### src/rtl/tape_ctrl.sv
// ============================================================================
// Module   : tape_ctrl
// Brief    : Tape sequencer: cached current cell, head pointer, write-back/refill.
// Revision : 1.0 - initial release
// ============================================================================
`default_nettype none

module tape_ctrl #(
  parameter int ADDR_W = 10,
  parameter int DATA_W = 8
) (
  input  logic              clk,
  input  logic              rst_n,
  input  logic              cmd_valid,
  output logic              cmd_ready,
  input  logic [2:0]        cmd_op,
  input  logic [DATA_W-1:0] cmd_data,
  output logic [DATA_W-1:0] cell_q,
  output logic [ADDR_W-1:0] head_addr,
  output logic              busy,
  output logic [ADDR_W-1:0] mem_addr,
  output logic              mem_we,
  output logic [DATA_W-1:0] mem_wdata,
  input  logic [DATA_W-1:0] mem_rdata
);

  localparam logic [2:0] c_OP_INC   = 3'd1;
  localparam logic [2:0] c_OP_DEC   = 3'd2;
  localparam logic [2:0] c_OP_MVR   = 3'd3;
  localparam logic [2:0] c_OP_MVL   = 3'd4;
  localparam logic [2:0] c_OP_LD    = 3'd5;
  localparam logic [2:0] c_OP_FLUSH = 3'd6;

  localparam logic [ADDR_W-1:0] c_ONE_A = {{(ADDR_W-1){1'b0}}, 1'b1};
  localparam logic [DATA_W-1:0] c_ONE_D = {{(DATA_W-1){1'b0}}, 1'b1};

  typedef enum logic [1:0] {
    IDLE = 2'd0,
    WB   = 2'd1,
    RD   = 2'd2,
    FILL = 2'd3
  } state_t;

  state_t            r_state;
  state_t            w_state_nxt;
  logic [DATA_W-1:0] r_cell;
  logic [ADDR_W-1:0] r_head;
  logic [ADDR_W-1:0] r_wb_addr;
  logic              r_dirty;
  logic              r_flush;
  logic              w_accept;

  assign w_accept  = cmd_valid && (r_state == IDLE);
  assign cmd_ready = (r_state == IDLE);
  assign busy      = (r_state != IDLE);
  assign cell_q    = r_cell;
  assign head_addr = r_head;
  assign mem_wdata = r_cell;

  always_ff @(posedge clk or negedge rst_n) begin
    if (!rst_n) begin
      r_state <= IDLE;
    end else begin
      r_state <= w_state_nxt;
    end
  end

  // Memory strobes decode from state alone so reset drops mem_we at once.
  always_comb begin
    w_state_nxt = r_state;
    mem_we      = 1'b0;
    mem_addr    = r_head;
    case (r_state)
      IDLE: begin
        if (w_accept) begin
          if (cmd_op == c_OP_MVR || cmd_op == c_OP_MVL) begin
            w_state_nxt = r_dirty ? WB : RD;
          end else if (cmd_op == c_OP_FLUSH && r_dirty) begin
            w_state_nxt = WB;
          end
        end
      end
      WB: begin
        mem_we      = 1'b1;
        mem_addr    = r_wb_addr;
        w_state_nxt = r_flush ? IDLE : RD;
      end
      RD:      w_state_nxt = FILL;
      FILL:    w_state_nxt = IDLE;
      default: w_state_nxt = IDLE;
    endcase
  end

  always_ff @(posedge clk or negedge rst_n) begin
    if (!rst_n) begin
      r_cell    <= '0;
      r_head    <= '0;
      r_wb_addr <= '0;
      r_dirty   <= 1'b1;
      r_flush   <= 1'b0;
    end else begin
      case (r_state)
        IDLE: begin
          if (w_accept) begin
            case (cmd_op)
              c_OP_INC: begin
                r_cell  <= r_cell + c_ONE_D;
                r_dirty <= 1'b1;
              end
              c_OP_DEC: begin
                r_cell  <= r_cell - c_ONE_D;
                r_dirty <= 1'b1;
              end
              c_OP_LD: begin
                r_cell  <= cmd_data;
                r_dirty <= 1'b1;
              end
              c_OP_MVR: begin
                r_wb_addr <= r_head;
                r_head    <= r_head + c_ONE_A;
                r_flush   <= 1'b0;
              end
              c_OP_MVL: begin
                r_wb_addr <= r_head;
                r_head    <= r_head - c_ONE_A;
                r_flush   <= 1'b0;
              end
              c_OP_FLUSH: begin
                r_wb_addr <= r_head;
                r_flush   <= 1'b1;
              end
              default: ;
            endcase
          end
        end
        WB:   r_dirty <= 1'b0;
        FILL: begin
          r_cell  <= mem_rdata;
          r_dirty <= 1'b0;
        end
        default: ;
      endcase
    end
  end

endmodule

`default_nettype wire

### config.mk
export PLATFORM = sky130hd
export DESIGN_NAME = tape_ctrl
export DESIGN_NICKNAME = d
export VERILOG_FILES = /design/src/rtl/tape_ctrl.sv
export SDC_FILE = /design/constraint.sdc
export NUM_CORES = 1
export LEC_CHECK = 0
export BUFFER_PORTS_ARGS = -buffer_cell sky130_fd_sc_hd__buf_4
export CORE_MARGIN = 2
export CORE_UTILIZATION = 54
export DETAILED_ROUTE_END_ITERATION = 10
export GPL_ROUTABILITY_DRIVEN = 0
export PLACE_DENSITY_LB_ADDON = 0.05
export SKIP_CTS_REPAIR_TIMING = 1
export SYNTH_ARGS = -nofsm -noshare
export SYNTH_HDL_FRONTEND = slang
export SYNTH_SLANG_ARGS = --single-unit
### constraint.sdc
create_clock -name clk -period 2.44 [get_ports clk]
set_input_delay 0.244 -clock clk [delete_from_list [all_inputs] [get_ports clk]]
set_output_delay 0.244 -clock clk [all_outputs]
set_load 0.005 [all_outputs]
==> summary.txt <==
Status
  • Status: finished, final reports clean

Pwr
  • Max VDD drop: between 0.0006 and 0.0007 V
  • Power Density: between 1000 and 1500 nW/um2
  • PnR Total Power: approximately 3.5 mW
  • Lkg Pwr: 1.49 nW

Synthesis
  • Number of synthesized register bits: 32
  • Commonest cells post-synth: dfrtp_1, mux2_2, nand2_1, o21ai_0, a21oi_1
  • Syn Nets: 292
  • Syn. warnings: 0
  • Post-synth EDFFs: 0
  • Yosys cell types: between 50 and 60
  • Asr flop ratio synth: 1.00
  • Mean Syn Cell Area: between 9 and 10 um2
  • Top-area cell type share of the netlist area: 0.319
  • Mapped Cells: approximately 260
  • Count leader, synth: dfrtp_1
  • Cell taking the most area after synthesis: dfrtp_1
  • Seq/Total Area, Yosys: 0.330
  • Top FF cell, synth: dfrtp_1
  • Synthesized area: ~2400 um2
  • Ranking of synthesized cells by area: dfrtp_1, mux2_2, ha_1, o21ai_0, a21oi_1

Setup path
  • Crit path required time: around 2.6 ns
  • WP data arrival: 2.41 ns
  • Crit Path Class: primary input to register
  • CP max FO: 12
  • Setup crit end kind: register
  • Critical Path Start Type: primary input

Final layout
  • P&R area growth vs syn: 27.1%
  • Antenna Cells: 0
  • Ratio of cells with drive above 1 in the final layout: 0.376
  • Net count, final: 362
  • Fill count: 372

Timing
  • Final setup viols: 0
  • Slew @ Worst Pin: roughly 0.63 ns
  • PnR worst setup slack: between 0.2 and 0.25 ns
  • Peak Freq: about 450 MHz
  • Setup Skew: around 0.005 ns
  • Slew Viols, Final: 0
  • Setup_tns: 0 ns
  • Fin crit share: 0.911
  • Post-layout minimum cycle time: ~2.2 ns
  • Relative slew slack: 0.581
  • Endpoints failing hold: 0
  • RSZ-0062 raised after global routing: no

Global routing
  • Total GRT Usage: 0.236
  • Gr ovfl total: 0
  • Initial antenna violation count: 0
  • First-pass GRT wire length: ~9.5 mm
  • Largest net degree at the start of global routing: 33
  • Vias in the first global route: 2097

Route
  • DR WL/cell: 14.9 um
  • Vias/cell: 5.78
  • DRT Pass-1 Iters: 4
  • ANT nets after route: 0
  • Vias: 2191
  • Post-route DRC: 0
  • Drt first-iter violations: between 100 and 150
  • DRT Wirelength: around 5.6 mm

Floorplanning
  • Core area: ~4400 um2
  • Site row count: 24
  • Initial Utilization: 0.559
  • Die Y: 71.1 um
  • Die width: about 71 um
  • Die area: 5060 um2
  • I/O pins: 61

CTS
  • H-tree depth: 2
  • Clock slew at reported path FFs: roughly 0.07 ns
  • CTS max path bufs: 2
  • CTS sink count: 32
  • Clk Tree Root Cell: clkbuf_8
  • Clock latency on the worst-skew pair: just under 0.3 ns
  • CTS tree: built
  • TritonCTS buffer count: 5

Place
  • Post-detail-place hpwl: around 4.3 mm
  • Place WS: -0.0667 ns
  • PortBufs: 60

Run
  • Max-Cap Viols: 0

Worst hold path
  • Tightest Hold Check Type: primary input to register
==> routing by layer <==
metal  vias up  wire length [um]  GRT usage
met5         -                 0          0
met4         0                67     0.0755
met3         6               214     0.0385
met2        49              2890      0.421
met1      1051              2460      0.290
li1       1085                 -          -
==> layout make-up <==
cell class	instances	area, um2	share of cell area
clock buffers	6	82.6	0.0267
clock inverters	2	10.0	0.00324
inverters	8	42.5	0.0138
multi-input cells	197	1470	0.476
flip-flops and latches	32	802	0.260
well taps	52	65.1	0.0211
repair buffers	82	618	0.200
==> stage by stage <==
step	cells	instance area [um2]	hold WS [ns]	util
floorplan	256	2430	-0.0516	-
global placement	370	2990	0.212	0.686
detailed placement	370	2990	0.210	0.686
CTS	378	3080	-0.102	0.707
global route	379	3090	0.235	0.710
finish	379	3090	0.220	0.710
==> sequential cells by signal (all words and copies together) (netlist names) <==
register	count
r_state	2
head_addr	10
r_wb_addr	10
cell_q	8
r_flush	1
r_dirty	1
==> power by group <==
group,switching [mW],internal (mW)
Clock,0.199,0.225
Combinational,0.893,1.13
Sequential,0.287,0.779
==> cell usage in the layout (no fill, tap or decap), drive strengths merged, types with 7 or more instances in the layout <==
master	count
a21oi	19
buf	81
dfrtp	31
ha	13
inv	7
mux2	23
mux2i	8
nand2	18
nor2	9
nor3	9
o21ai	18
==> final timing paths <==
check                             start            to  slack (ns)  cells after the start
max in group asynchronous         rst_n       r_dirty        1.68                      2
hold / removal             mem_rdata[5]     cell_q[5]        0.22                      3
min in group asynchronous         rst_n  head_addr[5]        0.43                      2
hold reg to reg            r_wb_addr[2]  r_wb_addr[2]        0.51                      1
setup reg to reg           head_addr[3]  head_addr[9]        0.34                      6
setup / recovery              cmd_op[0]  head_addr[9]        0.22                      9
==> critical path, stage by stage <==
cell	delay (ns)
buf_4	0.12
or3b_1	0.48
clkinv_8	0.12
ha_1	0.26
o21ai_0	0.20
o21ai_0	0.16
and4b_1	0.20
or4b_1	0.52
o31ai_1	0.10
==> kinds of logic (layout without fill, tap and decap cells) <==
| family | after synthesis | after routing | synth area share |
|---|---|---|---|
| AO/OA/AOI/OAI | 72 | 72 | 0.194 |
| XOR/XNOR | 12 | 12 | 0.0432 |
| adder cells (fa/ha/maj) | 14 | 14 | 0.0751 |
| buffers and inverters | 27 | 98 | 0.0658 |
| flip-flops | 32 | 32 | 0.330 |
| multiplexers | 31 | 31 | 0.139 |
| AND/OR/NAND/NOR | 68 | 68 | 0.153 |
Note: power is estimated with default switching activity, not from simulation.
